## config.mk

```make
export PLATFORM = sky130hd
export DESIGN_NAME = yacht_turn_sequencer
export DESIGN_NICKNAME = d
export VERILOG_FILES = /design/src/rtl/yacht_turn_sequencer.sv
export SDC_FILE = /design/constraint.sdc
export NUM_CORES = 1
export LEC_CHECK = 0
export ABC_AREA = 1
export BUFFER_PORTS_ARGS = -buffer_cell sky130_fd_sc_hd__clkbuf_2
export CAP_MARGIN = 20
export CORE_ASPECT_RATIO = 0.7
export CORE_MARGIN = 8
export CORE_UTILIZATION = 35
export DETAILED_ROUTE_END_ITERATION = 12
export GPL_TIMING_DRIVEN = 0
export PLACE_DENSITY = 0.52
export RECOVER_POWER = 100
export SLEW_MARGIN = 20
export SYNTH_ARGS = -nofsm -noshare
export SYNTH_HDL_FRONTEND = slang
export SYNTH_SLANG_ARGS = --single-unit
```

## constraint.sdc

```tcl
create_clock -name clk -period 1.97 [get_ports clk]
set_clock_uncertainty 0.1 [all_clocks]
set_input_delay 0.2955 -clock clk [delete_from_list [all_inputs] [get_ports clk]]
set_output_delay 0.2955 -clock clk [all_outputs]
set_load 0.02 [all_outputs]
```

## src/rtl/yacht_turn_sequencer.sv

```systemverilog
// Turn-level controller for one Yacht player: roll animation bursts, hold masking,
// roll budget, scoring handshake and round counting. Optional macro: AUTO_SCORE_EN.
module yacht_turn_sequencer #(
  parameter int MAX_ROLLS   = 3,
  parameter int ANIM_STEPS  = 8,
  parameter int ANIM_PERIOD = 16,
  parameter int NUM_ROUNDS  = 12
) (
  input  logic       clk,
  input  logic       reset,
  input  logic       roll_btn,
  input  logic       score_btn,
  input  logic [4:0] hold_sw,
  input  logic       score_ack,
  output logic       roll_en,
  output logic       clear_dice,
  output logic [4:0] hold_mask,
  output logic [1:0] rolls_left,
  output logic [3:0] round_num,
  output logic       score_req,
  output logic       game_over
);

  localparam logic [1:0]  ROLLS_INIT = 2'(MAX_ROLLS);
  localparam logic [7:0]  STEPS_LAST = 8'(ANIM_STEPS);
  localparam logic [15:0] PERIOD_END = 16'(ANIM_PERIOD - 1);
  localparam logic [3:0]  LAST_ROUND = 4'(NUM_ROUNDS);

  typedef enum logic [2:0] {
    CLEAR, IDLE, ROLLING, SETTLED, SCORING, NEXT, DONE
  } state_t;

  state_t      state, state_nxt;
  logic        roll_prev, score_prev;
  logic [7:0]  step_cnt, step_nxt;
  logic [15:0] period_cnt, period_nxt;
  logic        roll_en_nxt, clear_dice_nxt, score_req_nxt, game_over_nxt;
  logic [4:0]  hold_mask_nxt;
  logic [1:0]  rolls_left_nxt;
  logic [3:0]  round_nxt;
  logic        roll_edge, score_edge;

  // Previous-value registers reset high so a button held through reset is not an edge
  assign roll_edge  = roll_btn & ~roll_prev;
  assign score_edge = score_btn & ~score_prev;

  always_ff @(posedge clk) begin
    if (reset) begin
      state      <= CLEAR;
      roll_prev  <= 1'b1;
      score_prev <= 1'b1;
      step_cnt   <= '0;
      period_cnt <= '0;
      roll_en    <= 1'b0;
      clear_dice <= 1'b0;
      hold_mask  <= '0;
      rolls_left <= ROLLS_INIT;
      round_num  <= 4'd1;
      score_req  <= 1'b0;
      game_over  <= 1'b0;
    end else begin
      state      <= state_nxt;
      roll_prev  <= roll_btn;
      score_prev <= score_btn;
      step_cnt   <= step_nxt;
      period_cnt <= period_nxt;
      roll_en    <= roll_en_nxt;
      clear_dice <= clear_dice_nxt;
      hold_mask  <= hold_mask_nxt;
      rolls_left <= rolls_left_nxt;
      round_num  <= round_nxt;
      score_req  <= score_req_nxt;
      game_over  <= game_over_nxt;
    end
  end

  // Every output is computed one cycle ahead here and registered above
  always_comb begin
    state_nxt      = state;
    step_nxt       = step_cnt;
    period_nxt     = period_cnt;
    roll_en_nxt    = 1'b0;
    clear_dice_nxt = 1'b0;
    hold_mask_nxt  = hold_mask;
    rolls_left_nxt = rolls_left;
    round_nxt      = round_num;
    score_req_nxt  = score_req;
    game_over_nxt  = game_over;

    case (state)
      CLEAR: begin
        clear_dice_nxt = 1'b1;
        rolls_left_nxt = ROLLS_INIT;
        state_nxt      = IDLE;
      end
      IDLE: begin
        if (roll_edge) begin
          hold_mask_nxt  = '0;
          rolls_left_nxt = rolls_left - 2'd1;
          roll_en_nxt    = 1'b1;
          step_nxt       = 8'd1;
          period_nxt     = '0;
          state_nxt      = ROLLING;
        end
      end
      ROLLING: begin
        // step_cnt counts pulses already issued; the first one left with the button edge
        if (step_cnt == STEPS_LAST) begin
`ifdef AUTO_SCORE_EN
          if (rolls_left == 2'd0) begin
            score_req_nxt = 1'b1;
            state_nxt     = SCORING;
          end else begin
            state_nxt = SETTLED;
          end
`else
          state_nxt = SETTLED;
`endif
        end else if (period_cnt == PERIOD_END) begin
          roll_en_nxt = 1'b1;
          step_nxt    = step_cnt + 8'd1;
          period_nxt  = '0;
        end else begin
          period_nxt = period_cnt + 16'd1;
        end
      end
      SETTLED: begin
        if (score_edge) begin
          score_req_nxt = 1'b1;
          state_nxt     = SCORING;
        end else if (roll_edge && rolls_left != 2'd0) begin
          hold_mask_nxt  = hold_sw;
          rolls_left_nxt = rolls_left - 2'd1;
          roll_en_nxt    = 1'b1;
          step_nxt       = 8'd1;
          period_nxt     = '0;
          state_nxt      = ROLLING;
        end
      end
      SCORING: begin
        if (score_ack) begin
          score_req_nxt  = 1'b0;
          clear_dice_nxt = 1'b1;
          hold_mask_nxt  = '0;
          state_nxt      = NEXT;
        end
      end
      NEXT: begin
        if (round_num == LAST_ROUND) begin
          game_over_nxt = 1'b1;
          state_nxt     = DONE;
        end else begin
          round_nxt      = round_num + 4'd1;
          rolls_left_nxt = ROLLS_INIT;
          state_nxt      = IDLE;
        end
      end
      DONE: begin
        game_over_nxt = 1'b1;
      end
      default: state_nxt = CLEAR;
    endcase
  end

endmodule
```

# After elaboration in Yosys (flattened, before gate mapping)

Index checks and enable logic that the tools add are counted.

Bits in registers: 44
Word-level logic and storage cells: 100

$add $sub $neg: 4
Equality and inequality tests: 20
Mux-type cells: 42
Bitwise operators: 6
Reduce and logical (&&, ||, !) cells: 16

Operators by type and width:

| cell                                                 | number |
|---|---|
| 2-to-1 mux 16 bit                                    | 5 |
| one-hot mux 16 bit (3 select lines)                  | 1 |
| 2-to-1 mux 8 bit                                     | 5 |
| one-hot mux 8 bit (3 select lines)                   | 1 |
| one-hot mux 3 bit (7 select lines)                   | 1 |
| 2-to-1 mux 5 bit                                     | 4 |
| != test 2 bit, second input constant                 | 10 |
| AND reduction 5 bit                                  | 4 |
| 2-to-1 mux 3 bit                                     | 6 |
| adder 16 x 1 -> 16 bit, second input constant        | 1 |
| equality test 16 x 4 -> 1 bit, second input constant | 1 |
| one-hot mux 5 bit (3 select lines)                   | 1 |
| equality test 3 bit, second input constant           | 3 |
| 2-to-1 mux 1 bit                                     | 9 |
| adder 8 x 1 -> 8 bit, second input constant          | 1 |
| equality test 8 x 4 -> 1 bit, second input constant  | 1 |
| 2-to-1 mux 2 bit                                     | 4 |
| one-hot mux 2 bit (4 select lines)                   | 1 |
| equality test 3 x 2 -> 1 bit, second input constant  | 2 |
| one-hot mux 1 bit (2 select lines)                   | 3 |
| AND reduction 6 bit                                  | 1 |
| nonzero test 2 bit                                   | 3 |
| nonzero test 3 bit                                   | 2 |
| adder 4 x 1 -> 4 bit, second input constant          | 1 |
| other kinds (12)                                     | 17 |

# Logic depth before layout (Yosys ltp)

Gate-level depths: netlist of run 1.

Word-level depth: 6
Gate-level depth with buffers: 11
Depth with buffers taken out: 10

# Least setup slack after synthesis of run 1

OpenSTA, ideal clock, no wires.

Path type: register -> register
Start point: register rolls_left[0]
End point: register period_cnt[3]
Library setup time: 0.070 ns
Data arrival time: 1.648 ns
Required time: 1.800 ns
Slack: 0.152 ns
Stages on the path, launching flop included: 10
Path buffers: 1
Path through: dfxtp_1 > inv_1 > ha_1 > nand3b_1 > nand2_1 > nand3_4 > nor2_2 > buf_2 > nand3_1 > a21oi_1

Longest elaborated chain between the ends: 4

RTL lines:

| item                          | line | RTL |
|---|---|---|
| start: declaration            | 18   | `output logic [1:0] rolls_left,` |
| start signal: assignment      | 70   | `rolls_left <= rolls_left_nxt;` |
| nonzero test 2 bit            | 131  | `end else if (roll_edge && rolls_left != 2'd0) begin` |
| logical AND 1 bit             | 131  |  |
| != test 2 bit (no line)       | n/a  |  |
| AND reduction 5 bit (no line) | n/a  |  |
| end signal: assignment        | 66   | `period_cnt <= period_nxt;` |
| end: declaration              | 36   | `logic [15:0] period_cnt, period_nxt;` |

No other way between the ends.
A chain may end at the register's enable or synchronous reset.

# Worst setup path in the final report of run 1

Start point: register step_cnt[0]
End point: register period_cnt[12]

Longest elaborated chain between the ends: 3

RTL lines:

| item                          | line | RTL |
|---|---|---|
| start: declaration            | 35   | `logic [7:0] step_cnt, step_nxt;` |
| start signal: assignment      | 65   | `step_cnt <= step_nxt;` |
| equality test 8 x 4 -> 1 bit  | 108  | `if (step_cnt == STEPS_LAST) begin` |
| != test 2 bit (no line)       | n/a  |  |
| AND reduction 5 bit (no line) | n/a  |  |

No other way between the ends.

==> results of run 1 <==
-- worst max-delay path, stage by stage (launching register included) --
cell     delay, ns
dfxtp_1       0.34
inv_1         0.08
ha_1          0.18
nand3_1       0.17
nor2_4        0.18
nor2_2        0.06
nand2_1       0.11
nand2_2       0.08
nor2_4        0.22
buf_4         0.16
nand2_1       0.04
nor2_1        0.08
-- power groups by stage --
stage | clock network [mW] | logic, mW | registers (mW)
6_report | 0.606 | 1.02 | 1.04
4_1_cts | 0.623 | 0.997 | 1.03
3_3_place_gp | 0 | 0.993 | 1.05
3_5_place_dp | 0 | 0.993 | 1.05
2_1_floorplan | 0 | 0.698 | 1.08
5_1_grt | 0.654 | 1.16 | 1.05
-- flip-flops by register name, indices dropped and copies added, names as in the netlist --
register	cells
state	3
score_prev	1
step_cnt	8
score_req	1
clear_dice	1
hold_mask	5
rolls_left	2
game_over	1
round_num	4
roll_prev	1
roll_en	1
period_cnt	16
-- cell usage in the layout, fill, tap and decap left out, types with 6 or more instances in the layout --
master,n
nor2_4,6
dfxtp_1,42
nand4_1,9
inv_1,39
clkbuf_1,22
o21ai_0,12
clkbuf_2,8
nand3_1,41
clkbuf_8,6
nor2_1,55
a21oi_1,26
nand2_1,102
buf_4,6
-- kinds of logic (layout without fill, tap and decap cells) --
| family | after synthesis | count (layout) | synth area share [%] |
|---|---|---|---|
| xor+xnor | 3 | 3 | 1.064 |
| simple gates | 233 | 233 | 42.25 |
| compound gates | 45 | 45 | 9.828 |
| flops | 44 | 44 | 35.66 |
| buf+inv | 50 | 87 | 8.156 |
| fa+ha+maj | 6 | 6 | 3.039 |
-- timing repair --
| action | 4_1_cts | 5_1_grt |
|---|---|---|
| resized for setup | 2 | 9 |
| endpoints found under the setup margin | 2 | 25 |
| pin swaps | 0 | 2 |
| cloned | 0 | 0 |
| buffers inserted | 0 | 5 |
-- metrics by stage --
stage,setup TNS (ns),power [mW],instances,setup WS [ns]
final,0,2.672,512,0.1134
after global routing,-0.002728,2.868,512,-0.002728
after CTS,0,2.650,507,0.009857
after detailed placement,-0.02055,2.043,499,-0.02055
after global placement,-0.008003,2.043,499,-0.008003
after floorplan,0,1.776,381,0.1516
-- cell type report --
class / count / area (um2) / share of cell area [%]
multi-input cells: 287 / 1415 / 49.48
clock buffers: 8 / 90.09 / 3.150
repair buffers: 29 / 150.1 / 5.249
flip-flops and latches: 44 / 883.3 / 30.88
inverters: 42 / 157.7 / 5.512
plain buffers: 8 / 46.29 / 1.619
well taps: 94 / 117.6 / 4.112
-- per-layer routing --
layer  wire [um]  vias to the layer above
met5           0                        -
li1            -                     1303
met4          24                        0
met2        2317                       36
met3         272                        2
met1        3610                     1039
-- worst max-delay path by stage --
stage / from / end / slack (ns) / cells past startpoint
after CTS: step_cnt[0] / period_cnt[14] / 0.01 / 10
after global routing: state[2] / state[0] / -0.003 / 7
after global placement: period_cnt[1] / step_cnt[2] / -0.008 / 11
after floorplan: rolls_left[0] / period_cnt[3] / 0.15 / 9
final: step_cnt[0] / period_cnt[12] / 0.11 / 11
after detailed placement: period_cnt[1] / step_cnt[2] / -0.02 / 11
==> run_results.csv, run 1 <==
group,metric,value,unit
run_status,status,"complete, no violations",
routing,vias,2380,
clock_tree,insertion_delay,0.30,ns
pwr,pwr-share-clk,22.7,%
pwr,p_leak,1.165,nW
sta,max_slew_margin,61.19,%
worst_setup_path,required,2.11,ns
grt,globalRouteMet1Util,19.52,%
worst_setup_path,worst-r2r-setup-slack,0.11,ns
placed_design,gp_congestion,0.8650,
grt,grtUsageTotal,13.04,%
die,dieArea,0.01004,mm2
clock_tree,cts_tree,"built",
pwr,power_switching,1.094,mW
worst_setup_path,worstPathMaxFanout,5,
die,coreArea,0.006788,mm2
clock_tree,path_clk_slew,0.09,ns
grt,antenna_found_initial,0,
pwr,intPower,1.578,mW
routing,routed_wl,6225,um
worst_setup_path,start_kind,"register",
routing,ant_nets,0,
placed_design,placed_cell_area,0.002708,mm2
routing,vias_per_cell,4.648,
yosys,postSynthRegisterBits,44,
yosys,yosysWarnings,0,
min_path,min_from,"score_btn",
sta,period_minus_slack,1.857,ns
placed_design,port_buffers,24,
min_path,hold_path_end,"score_prev",
pwr,p_per_area,934.0,mW/mm2
yosys,syn_inst,381,
worst_setup_path,crit_arrival,1.99,ns
grt,globalRouteMet3Util,3.609,%
sta,finalHoldViolations,0,
clock_tree,cts-buffers-inserted,5,
sta,max_slew.worst_pin.slew,0.5821,ns
grt,grt_max_degree,13,
cells_and_area,final_nets,433,
yosys,synth_fp_nets,397,
grt,grt_pass1_wl,10550,um
worst_setup_path,crit_path_end_kind,"register",
clock_tree,cts_max_path_buffers,2,
die,die_w,116.4,um
cells_and_area,n_fill_cell,742,
worst_setup_path,worstReg2RegEnd,"period_cnt[12]",
cells_and_area,antennaDiodeCount,0,
placed_design,hpwl,4684,um
pwr,switching_share,40.94,%
yosys,ys.flop_type,"dfxtp_1",
yosys,syn-cell-area,0.002470,mm2
grt,grt_use_met2,17.31,%
sta,drv_slew,0,
sta,fmax,0.5386,GHz
worst_setup_path,reg2regPathDepth,11,
die,fp.dieH,86.29,um
worst_setup_path,r2r_start,"step_cnt[0]",
yosys,yosys.area.top_type,"dfxtp_1",
yosys,synth_top_area_share,35.66,%
yosys,synthTopCellsByArea,"dfxtp_1 36%, nand2_1 16%, nor2_1 8.7%, nand3_1 8.3%, inv_1 5.9%",
cells_and_area,postLayoutCellArea,0.002860,mm2
yosys,synth-edff-count,0,
flow_run,drv_cap,0,
yosys,syn_avg_cell_area,6.483,um2
clock_tree,holdBufCountCts,0,
sta,period_share,94.24,%
routing,drc,0,
routing,dr.pass1.iters,4,
cells_and_area,drive_gt1_share,11.48,%
pwr,vdd_drop_max,0.0004306,V
clock_tree,cts_sinks,44,
worst_setup_path,setup.worst_path.class,"register to register",
clock_tree,cts-root-buf,"clkbuf_8",
yosys,async_flop_share,0,%
cells_and_area,syn_to_final_growth,15.81,%
die,initial_utilization,36.39,%
yosys,synth_cell_type_count,29,
grt,grt_overflow,0,
routing,drtIter0Drc,126,
sta,holdWs,0.07610,ns
grt,grt.busiest_layer,"met1",
cells_and_area,final_util,42.14,%
min_path,hold_depth,3,
clock_tree,h-tree-depth,2,
pwr,combPwrFrac,38.4,%
sta,rsz0062_at_grt,"yes",
sta,setup_viol,0,
die,row_count,25,
yosys,yosysMostFrequentCell,"nand2_1",
min_path,hold_class,"primary input to register",
yosys,synth-seq-area-share,35.66,%
die,design.portCount,25,
pwr,seqPwrFrac,39.0,%
routing,drt-wirelength-per-cell,12.16,um
grt,grt_pass1_vias,2150,
yosys,synthTopCellsByCount,"102 x nand2_1, 57 x nor2_1, 44 x dfxtp_1, 41 x nand3_1, 39 x inv_1",
(Power assumes the default switching activity.)
==> run 2, diff against run 1 <==
--- a/config.mk
+++ b/config.mk
@@ -15,6 +15,7 @@
 export GPL_TIMING_DRIVEN = 0
 export PLACE_DENSITY = 0.52
 export RECOVER_POWER = 100
+export SETUP_SLACK_MARGIN = 0.4
 export SLEW_MARGIN = 20
 export SYNTH_ARGS = -nofsm -noshare
 export SYNTH_HDL_FRONTEND = slang
==> run 2 against run 1 <==
Compared with the run above: worst hold slack better by 0.0096 ns; register-to-register slack better by 0.08 ns; maximum frequency up 4.4%; sequential power about the same; combinational power up 36%; worst setup slack improved by 0.079 ns; critical endpoint is now period_cnt[0]; largest power group is now combinational logic; highest routed layer unchanged.
==> run_results.csv, run 2 (synthesized netlist as in run 1, its figures left out) <==
group,metric,value,unit
run_status,status,"complete, no violations",
cells_and_area,top_register,"period_cnt",
clock_tree,cts_tree,"built",
cells_and_area,drive_gt1_share,22.74,%
pwr,p_per_area,944.5,mW/mm2
routing,routed_wl,6569,um
worst_setup_path,r2r_start,"rolls_left[0]",
sta,period_minus_slack,1.778,ns
pwr,combPwrFrac,46.6,%
sta,period_share,90.26,%
grt,grt_max_degree,13,
worst_setup_path,reg2regPathDepth,11,
grt,grt_overflow,0,
clock_tree,path_clk_slew,0.08,ns
pwr,switching_share,40.60,%
routing,vias_per_cell,4.806,
placed_design,hpwl,4718,um
routing,drt-wirelength-per-cell,12.51,um
die,coreArea,0.006788,mm2
routing,drtIter0Drc,107,
flow_run,drv_cap,0,
sta,fmax,0.5624,GHz
worst_setup_path,crit_path_end_kind,"register",
sta,setup-tns-final,0,ns
die,row_count,25,
routing,vias,2523,
worst_setup_path,required,2.05,ns
grt,antenna_found_initial,0,
sta,setup_viol,0,
die,initial_utilization,36.39,%
cells_and_area,final_util,46.49,%
cells_and_area,top_regs,"period_cnt x16, step_cnt x8, hold_mask x5",
clock_tree,cts_sinks,44,
pwr,pwr-share-clk,17.6,%
pwr,intPower,1.770,mW
clock_tree,cts_max_path_buffers,2,
worst_setup_path,start_kind,"register",
clock_tree,cts-buffers-inserted,5,
sta,max_slew.worst_pin.slew,0.5690,ns
pwr,seqPwrFrac,35.8,%
cells_and_area,final_nets,448,
clock_tree,holdBufCountCts,0,
worst_setup_path,path_cells,"inv_4 > ha_4 > nand3b_1 > clkbuf_1 > nor2_4 > nor2_4 > nand2_4 > nor2_4 > buf_12 > inv_2 > nor2_1",
grt,grtUsageTotal,13.41,%
die,design.portCount,25,
pwr,p_leak,1.281,nW
routing,drc,0,
cells_and_area,final_common_cell,"nand2_1",
min_path,hold_class,"primary input to register",
pwr,power_switching,1.210,mW
placed_design,port_buffers,24,
worst_setup_path,setup.worst_path.class,"register to register",
grt,grt_pass1_vias,2279,
min_path,min_from,"score_btn",
routing,dr.pass1.iters,4,
cells_and_area,most-common-layout-cells,"94 x nand2_1, 47 x nor2_1, 35 x inv_1, 35 x nand3_1, 35 x dfxtp_1",
worst_setup_path,crit_slowest_cell,"dfxtp_1",
worst_setup_path,worstPathMaxFanout,5,
placed_design,gp_congestion,0.8348,
die,dieArea,0.01004,mm2
cells_and_area,antennaDiodeCount,0,
cells_and_area,syn_to_final_growth,27.76,%
clock_tree,cts-root-buf,"clkbuf_8",
worst_setup_path,critical_path.max_stage_delay,0.39,ns
clock_tree,h-tree-depth,2,
worst_setup_path,crit_top_cell,"nor2_4",
worst_setup_path,crit_arrival,1.86,ns
sta,finalHoldViolations,0,
worst_setup_path,setup.worst_path.start,"rolls_left[0]",
die,fp.dieH,86.29,um
min_path,hold_depth,3,
routing,ant_nets,0,
sta,drv_slew,0,
sta,max_slew_margin,62.07,%
die,die_w,116.4,um
cells_and_area,largest_reg_flops,16,
grt,grt_pass1_wl,10930,um
sta,rsz0062_at_grt,"yes",
clock_tree,insertion_delay,0.29,ns
pwr,vdd_drop_max,0.0003776,V
[run 2: cell types whose count changed in the layout (fill, tap and decap cells not counted), moves of 4 or more]
cell and change:
buf_4 +10, nand2_1 -8, nor2_1 -8, dfxtp_1 -7, dfxtp_2 +6, nand3_1 -6, nor2_4 +6, nand3_2 +5
inv_1 -4, nand2_2 +4, nand2_4 +4
[run 2: cell type report]
class / instances / area, um2
buffer: 8 / 61.31
multi-input combinational: 287 / 1565
tap: 94 / 117.6
sequential: 44 / 894.6
clock buffer: 6 / 72.57
fill: 758 / 3632
timing repair buffer: 44 / 279.0
inverter: 42 / 165.2
[run 2: path summary, 6_finish.rpt]
path	slack, ns	endpoint
setup / recovery	0.19	period_cnt[0]
setup reg to reg	0.19	period_cnt[0]
hold / removal	0.09	score_prev
hold reg to reg	0.37	score_req
[run 2: metrics by stage]
step                setup slack [ns]  power, mW  area (um2)  cells  hold WS, ns
floorplan                     0.3641      1.860        2536    381       0.2919
global placement             0.02831      2.139        2774    499       0.3536
detailed placement           0.02903      2.138        2774    499       0.3616
CTS                           0.2417      2.906        3068    518      0.07851
global route                 0.07955      3.212        3156    525      0.07460
finish                        0.1920      2.980        3156    525      0.08566
[run 2: layer usage]
layer  routed length (um)  vias up  global-route usage (%)
li1                     -     1327                       -
met1                 3617     1137                   19.46
met4                   42        0                   3.165
met5                    0        -                       0
met2                 2605       53                   19.46
met3                  304        6                   2.776
[run 2: what timing repair did]
item                                    in CTS  in global routing
cloned                                       0                  1
pin swaps                                    5                 13
setup buffers                               13                  6
gates resized for setup                     30                 33
endpoints found under the hold margin        0                  0
endpoints found under the setup margin      34                 35
[run 2: critical path, delay by kind of cell, from the launching register on]
kind	cells	cell delay, ns
buffers and inverters	4	0.44
and+or+nand+nor	6	0.59
adders and majority gates	1	0.15
DFF	1	0.39
[run 2: power groups by stage]
stage / clock network [mW] / logic [mW] / registers, mW
floorplan: 0 / 0.754 / 1.11
global placement: 0 / 1.06 / 1.08
detailed placement: 0 / 1.06 / 1.08
CTS: 0.555 / 1.28 / 1.07
global route: 0.593 / 1.54 / 1.08
finish: 0.526 / 1.39 / 1.07
